$ cat src/rtl/md_k2h_packer.sv
// MD kernel result stage: packs 128-bit particle records four-per-beat
// onto the 512-bit k2h AXI4-Stream host link, one frame per start pulse.
module md_k2h_packer #(
  parameter int AXIS_TDATA_WIDTH      = 512,
  parameter int REC_WIDTH             = 128,
  parameter int STREAMING_TDEST_WIDTH = 16,
  parameter int CNT_WIDTH             = 32
) (
  input  logic                             ap_clk,
  input  logic                             ap_rst_n,
  input  logic                             start,
  input  logic [CNT_WIDTH-1:0]             num_records,
  input  logic [STREAMING_TDEST_WIDTH-1:0] dest_id,
  output logic                             busy,
  output logic                             done,
  input  logic [REC_WIDTH-1:0]             s_rec_tdata,
  input  logic                             s_rec_tvalid,
  output logic                             s_rec_tready,
  output logic [AXIS_TDATA_WIDTH-1:0]      M_AXIS_k2h_tdata,
  output logic [AXIS_TDATA_WIDTH/8-1:0]    M_AXIS_k2h_tkeep,
  output logic                             M_AXIS_k2h_tvalid,
  output logic                             M_AXIS_k2h_tlast,
  output logic [STREAMING_TDEST_WIDTH-1:0] M_AXIS_k2h_tdest,
  input  logic                             M_AXIS_k2h_tready
);

  localparam int LANES = 4;
  localparam int KW    = AXIS_TDATA_WIDTH / 8;
  localparam int LKW   = REC_WIDTH / 8;

  typedef enum logic [1:0] {
    S_IDLE,
    S_PACK,
    S_DRAIN
  } state_e;

  state_e                           state_q, state_d;
  logic [CNT_WIDTH-1:0]             rem_q, rem_d;
  logic [1:0]                       slot_q, slot_d;
  logic [AXIS_TDATA_WIDTH-1:0]      acc_q, acc_d;
  logic [STREAMING_TDEST_WIDTH-1:0] dest_q, dest_d;
  logic                             busy_q, busy_d;
  logic                             done_q, done_d;
  logic [AXIS_TDATA_WIDTH-1:0]      tdata_q, tdata_d;
  logic [KW-1:0]                    tkeep_q, tkeep_d;
  logic                             tvalid_q, tvalid_d;
  logic                             tlast_q, tlast_d;

  logic                             rec_rdy;
  logic                             rec_acc;
  logic                             last_rec;
  logic [AXIS_TDATA_WIDTH-1:0]      acc_nxt;

  // Output register is free when empty or being drained this cycle.
  assign rec_rdy  = (state_q == S_PACK) && (!tvalid_q || M_AXIS_k2h_tready);
  assign rec_acc  = rec_rdy && s_rec_tvalid;
  assign last_rec = (rem_q == CNT_WIDTH'(1));

  always_comb begin
    acc_nxt = (slot_q == 2'd0) ? '0 : acc_q;
    acc_nxt[slot_q*REC_WIDTH +: REC_WIDTH] = s_rec_tdata;
  end

  always_comb begin
    state_d  = state_q;
    rem_d    = rem_q;
    slot_d   = slot_q;
    acc_d    = acc_q;
    dest_d   = dest_q;
    busy_d   = busy_q;
    done_d   = 1'b0;
    tdata_d  = tdata_q;
    tkeep_d  = tkeep_q;
    tvalid_d = tvalid_q;
    tlast_d  = tlast_q;

    if (tvalid_q && M_AXIS_k2h_tready) begin
      tvalid_d = 1'b0;
    end

    unique case (state_q)
      S_IDLE: begin
        busy_d = 1'b0;
        if (start) begin
          dest_d = dest_id;
          rem_d  = num_records;
          slot_d = 2'd0;
          busy_d = 1'b1;
          if (num_records == '0) begin
            done_d = 1'b1;
          end else begin
            state_d = S_PACK;
          end
        end
      end
      S_PACK: begin
        if (rec_acc) begin
          acc_d  = acc_nxt;
          rem_d  = rem_q - CNT_WIDTH'(1);
          slot_d = slot_q + 2'd1;
          if (slot_q == 2'd3 || last_rec) begin
            tdata_d  = acc_nxt;
            tvalid_d = 1'b1;
            tlast_d  = last_rec;
            for (int l = 0; l < LANES; l++) begin
              tkeep_d[l*LKW +: LKW] = (l <= int'(slot_q)) ? '1 : '0;
            end
            if (last_rec) begin
              state_d = S_DRAIN;
            end
          end
        end
      end
      S_DRAIN: begin
        if (tvalid_q && tlast_q && M_AXIS_k2h_tready) begin
          done_d  = 1'b1;
          busy_d  = 1'b0;
          state_d = S_IDLE;
        end
      end
      default: state_d = S_IDLE;
    endcase
  end

  always_ff @(posedge ap_clk or negedge ap_rst_n) begin
    if (!ap_rst_n) begin
      state_q  <= S_IDLE;
      rem_q    <= '0;
      slot_q   <= '0;
      acc_q    <= '0;
      dest_q   <= '0;
      busy_q   <= 1'b0;
      done_q   <= 1'b0;
      tdata_q  <= '0;
      tkeep_q  <= '0;
      tvalid_q <= 1'b0;
      tlast_q  <= 1'b0;
    end else begin
      state_q  <= state_d;
      rem_q    <= rem_d;
      slot_q   <= slot_d;
      acc_q    <= acc_d;
      dest_q   <= dest_d;
      busy_q   <= busy_d;
      done_q   <= done_d;
      tdata_q  <= tdata_d;
      tkeep_q  <= tkeep_d;
      tvalid_q <= tvalid_d;
      tlast_q  <= tlast_d;
    end
  end

  assign busy              = busy_q;
  assign done              = done_q;
  assign s_rec_tready      = rec_rdy;
  assign M_AXIS_k2h_tdata  = tdata_q;
  assign M_AXIS_k2h_tkeep  = tkeep_q;
  assign M_AXIS_k2h_tvalid = tvalid_q;
  assign M_AXIS_k2h_tlast  = tlast_q;
  assign M_AXIS_k2h_tdest  = dest_q;

endmodule

$ cat config.mk
export PLATFORM = sky130hd
export DESIGN_NAME = md_k2h_packer
export DESIGN_NICKNAME = d
export VERILOG_FILES = /design/src/rtl/md_k2h_packer.sv
export SDC_FILE = /design/constraint.sdc
export NUM_CORES = 2
export LEC_CHECK = 0
export ABC_AREA = 1
export BUFFER_PORTS_ARGS = -buffer_cell sky130_fd_sc_hd__buf_2
export CORE_MARGIN = 2
export CORE_UTILIZATION = 50
export DETAILED_ROUTE_END_ITERATION = 16
export PLACE_DENSITY = 0.72
export SLEW_MARGIN = 30
export SYNTH_ARGS = -nofsm -noshare
export SYNTH_HDL_FRONTEND = slang
export SYNTH_SLANG_ARGS = --single-unit
$ cat constraint.sdc
create_clock -name ap_clk -period 2.8 [get_ports ap_clk]
set_input_delay 0.14 -clock ap_clk [delete_from_list [all_inputs] [get_ports ap_clk]]
set_output_delay 0.14 -clock ap_clk [all_outputs]
set_load 0.1 [all_outputs]
# Word-level counts from Yosys, hierarchy flattened
# Index checks and enable logic that the tools add are counted.
[word_totals] ff_bits=1144 input_bits=181 wordCells=77
[op_classes] addsub=3 magnitude_cmp=3 n_eq_ne=10 shift=2 n_mux=29 reduce_logical=19
[ops] operator="$bwmux W512" n=1
[ops] operator="$mux W512" n=1
[ops] operator="$shift A128 B34 Y512 const A" n=1
[ops] operator="$shiftx A128 B34 Y512" n=1
[ops] operator="$mux W32" n=2
[ops] operator="$pmux W32 S2" n=1
[ops] operator="$mux W16" n=3
[ops] operator="$neg A9 Y34" n=1
[ops] operator="$eq A32 B1 Y1 const B" n=1
[ops] operator="$logic_not A32 Y1" n=1
[ops] operator="$sub A32 B1 Y32 const B" n=1
[ops] operator="$mux W2" n=8
[ops] operator="$ne A2 B2 Y1 const B" n=5
[ops] operator="$mux W1" n=9
[ops] operator="$pmux W2 S3" n=1
[ops] operator="$reduce_and A2 Y1" n=3
[ops] operator="$reduce_and A3 Y1" n=2
[ops] operator="$reduce_and A6 Y1" n=1
[ops] operator="$logic_and A1 B1 Y1" n=5
[ops] operator="$eq A2 B2 Y1 const B" n=2
[ops] operator="$le A2 B2 Y1 const A" n=2
[ops] operator="$logic_not A2 Y1" n=2
[ops] operator="$pmux W1 S2" n=2
[ops] operator="$pmux W2 S2" n=1
[ops] operator="other kinds (7)" n=9

# Longest topological paths before layout
[logic_depth] ltp_word=6 ltp_mapped=13 ltp_nobuf=11

# Least setup slack after synthesis
# No wires, ideal clock.
[synth_path] path_kind="register to output" startpoint="register tvalid_q, in the netlist M_AXIS_k2h_tvalid" endpoint="output s_rec_tready" arrival_ps=2373 required_time_ps=2660 slack_ps=287 path_stages_with_launch=2 path_buffers=0 path_cell_list="dfrtp_1 -> a21oi_1"
[synth_between] elab_chain_len=3
[synth_lines] item="from (decl)" line="46" source="logic tvalid_q, tvalid_d;"
[synth_lines] item="from (signal assigned)" line="148" source="tvalid_q <= tvalid_d;"
[synth_lines] item="$logic_not A1 Y1" line="55" source="assign rec_rdy = (state_q == S_PACK) && (!tvalid_q || M_AXIS_k2h_tready);"
[synth_lines] item="$logic_or A1 B1 Y1" line="55"
[synth_lines] item="$logic_and A1 B1 Y1" line="55"
[synth_lines] item="to (decl)" line="18" source="output logic s_rec_tready,"
# Every way passes these cells.

# Worst setup path after layout
[layout_path] startpoint="register slot_q[0]" endpoint="register acc_q[263]"
[layout_between] elab_chain_len=3 word_cells_on_any_way=6 classes_between="add/sub: 1; shift: 2; mux: 2; reduce/logical: 1"
[layout_lines] item="from (decl)" line="39" source="logic [1:0] slot_q, slot_d;"
[layout_lines] item="from (signal assigned)" line="141" source="slot_q <= slot_d;"
[layout_lines] item="$neg A9 Y34 / $logic_not A2 Y1 (equally long branches)" line="61, 60"
[layout_lines] item="$shiftx A128 B34 Y512 (tied with other cells)" line="61" source="acc_nxt[slot_q*REC_WIDTH +: REC_WIDTH] = s_rec_tdata;"
[layout_lines] item="$bwmux W512 *" line="61"
[layout_lines] item="to (signal assigned)" line="130" source="acc_q <= '0;"
[layout_lines] item="to (signal assigned)" line="142" source="acc_q <= acc_d;"
[layout_lines] item="to (decl)" line="40" source="logic [AXIS_TDATA_WIDTH-1:0] acc_q, acc_d;"
# Every way passes the cells marked *; elsewhere a longest branch is shown, timed or not.
# A chain may end at the register's enable or synchronous reset.

==> impl_results.md <==
* Die area at between 0.1 and 0.15 mm^2
* Seq/Total Area, Yosys at between 50% and 60%
* Post-detail-place hpwl at 103,000 um
* Overall routing resource usage at a little under a third
* Clock buffer count from CTS at 111
* Post-synth net total at 6,095
* Antenna viol nets, final at 0
* Wire length per cell at 20.0 um
* Iteration-0 DRC Markers at 4,559
* Startpoint types: flop
* Headroom to the max-slew limit at about a third
* Clk sinks at 1,084
* GPL Wtd Cong at around 0.91
* Syn_area_per_cell at slightly above 8 um^2
* Max-cap violations at 0
* Predominant post-synthesis flop cell: dfrtp_1
* #FFs+latches synth at about 1.1k
* Crit-path cells: inv_1, ha_1, inv_1, nand4_1, buf_4, buf_6, o22ai_1, nand2_1, o21ai_0
* CTS root buffer: clkbuf_16
* 1st-pass router iterations at 5
* Max Fclk at roughly 370 MHz
* Clk buf depth at 3
* Die H at 317 um
* Row count at about 110
* Dpl cell area at approximately 0.054 mm^2
* Drt via density at roughly 5.6
* Io pins at around 800
* First-pass GRT wire length at ~250,000 um
* Placed Cells at between 7k and 8k
* Core area at roughly 0.097 mm^2
* Worst r2r path cells at 9
* Vias at around 45k
* Drt total wl at 160,000 um
* # DRC at 0
* Crit Path Max Fanout at 38
* Worst slew pin tran at roughly 1 ns
* Setup crit end kind: flop
* Final-stage net count at 6,811
* Setup violations, final at 0
* Reg2reg setup slack at 0.09 ns
* Die W at 317 um
* Async SR Flop Fraction at 100%
* Initial Util at 50.5%
* Gr ovfl total at 0
* Port Buf Inserts at approximately 780
* Syn. warnings at 0
* Hold Slack at approximately 0.04 ns
* CP max stage cell: dfrtp_4
* Layout cells sized above 1 at around 17%
* Max stage delay on crit path at approximately 0.50 ns
* Tmin final at 2.71 ns
* Post-synth cell types at 30
* Skew final at ~0.026 ns
* Clk_lat worst skew at 0.71 ns
* CP required at about 3.3 ns
* Final hold viol count at 0
* Antenna violations before repair at 3
* Area Growth Syn to Fin at 21.3%
* Worst flop-to-flop path endpoint: acc_q[263]
* Fin area at about 0.059 mm^2
* Worst Path Arrival at 3.25 ns
* Max Slew Vio Count at 0
* Status: finished clean
* Fin cells at around 8.0k
* Fill cells at ~8.3k
* CP bufs+invs at 4
* Cell count after synthesis at ~5.9k
* Setup CP Type: reg -> reg
* H-tree depth at 3
* FF-to-FF Start: slot_q[0]
* Cell mode on critical path: inv_1
* Post-Synthesis Cell Area at between 0.04 and 0.05 mm^2
* Hold Crit Class: in -> async
* Cell family with most CP delay: buffers and inverters
* Vias in the first global route at about 43k
* TritonCTS clock tree: built
* Largest net degree at the start of global routing at 290
* Post-synth EDFFs at 0
* Worst-path clk slew at 0.06 ns
* Fin crit share at between 90 and 100%
[cell usage after synthesis (23+ instances only)]
| master | count | area, um^2 |
|---|---|---|
| nand2_1 | 1827 | 6860 |
| dfrtp_1 | 1084 | 27100 |
| inv_1 | 706 | 2650 |
| nand3_1 | 553 | 2770 |
| o21ai_0 | 543 | 2720 |
| o22ai_1 | 518 | 3240 |
| clkbuf_1 | 217 | 815 |
| buf_2 | 112 | 561 |
| nor2_1 | 97 | 364 |
| buf_4 | 61 | 458 |
| buf_1 | 49 | 184 |
| buf_6 | 44 | 495 |
| a21oi_1 | 23 | 115 |
[worst max path at each step]
| stage | end | slack (ns) | cells past startpoint | startpoint |
|---|---|---|---|---|
| finish | acc_q[263] | 0.09 | 9 | slot_q[0] |
| global route | acc_q[264] | -0.02 | 9 | slot_q[0] |
| CTS | acc_q[314] | 0.10 | 8 | slot_q[0] |
| global placement | acc_q[321] | 0.26 | 8 | slot_q[0] |
| detailed placement | acc_q[322] | 0.18 | 8 | slot_q[0] |
| floorplan | s_rec_tready | 0.29 | 1 | M_AXIS_k2h_tvalid |
[cell usage in the layout (no fill, tap or decap), types with 3 or more instances in the layout]
| cell type | count |
|---|---|
| o211ai_1 | 3 |
| o22ai_1 | 518 |
| clkbuf_1 | 27 |
| nand2_4 | 5 |
| clkinv_2 | 20 |
| mux2_2 | 16 |
| bufinv_16 | 11 |
| clkbuf_16 | 113 |
| clkbuf_8 | 28 |
| dlygate4sd3_1 | 181 |
| inv_2 | 8 |
| dfrtp_1 | 1083 |
| xor2_1 | 4 |
| inv_1 | 706 |
| nand2_1 | 1821 |
| buf_4 | 70 |
| buf_12 | 54 |
| ha_1 | 9 |
| o21ai_0 | 543 |
| nor2_4 | 3 |
| buf_2 | 775 |
| nand4_1 | 11 |
| nor2_1 | 96 |
| a21oi_1 | 23 |
| nand3_1 | 552 |
| clkinv_8 | 5 |
[worst register-to-register path, delay by kind of cell, from the launching register on]
kind            cells  cell delay [ns]
compound gates      2             0.29
fa+ha+maj           1             0.35
buf+inv             4             1.12
flops               1             0.50
simple gates        2             0.28
[metrics by stage]
stage                     TNS (ns)  setup WS [ns]  utilization, %
after floorplan                  0          0.287               -
after global placement           0          0.264            55.4
after detailed placement         0          0.183            55.4
after CTS                        0          0.102            61.2
after global routing       -0.0733        -0.0227            61.3
final                            0         0.0938            61.3
[kinds of logic after synthesis]
group                    share of synthesized area, %
buffers and inverters                            10.6
flip-flops                                       55.4
AND/OR/NAND/NOR                                  20.7
adder cells (fa/ha/maj)                         0.230
XOR/XNOR                                        0.107
multiplexers                                    0.368
AO/OA/AOI/OAI                                    12.5
[cell type report]
type,instances,area [um^2],share of cell area [%]
multi-input combinational,3622,16700,28.1
clock inverter,42,564,0.950
inverter,716,2700,4.54
sequential,1084,27100,45.7
timing repair buffer,1086,7410,12.5
tap,1276,1600,2.69
clock buffer,167,3290,5.54
antenna,2,5.00,0.00843
[repair_timing]
action	in CTS	in global routing
hold buffers	181	0
setup buffers	0	2
endpoints found under the hold margin	1335	0
resized for setup	0	1
endpoints found under the setup margin	0	9
[state kept, by name (all words and copies together) (netlist names), 2 cells and up]
name / count
state_q: 2
acc_q: 512
M_AXIS_k2h_tdata: 512
M_AXIS_k2h_tkeep: 4
slot_q: 2
rem_q: 32
M_AXIS_k2h_tdest: 16
[routing by layer]
layer  vias up  wire length [um]  GRT usage, %
met5         -                 0             0
met4         0              9230          17.6
met3       431             13300          5.86
met2      2079             72700          47.7
met1     21600             64700          41.8
li1      20400                 -             -
Power is not shown: default switching activity piles up to over one toggle a cycle in this logic, so the estimate is an artifact.
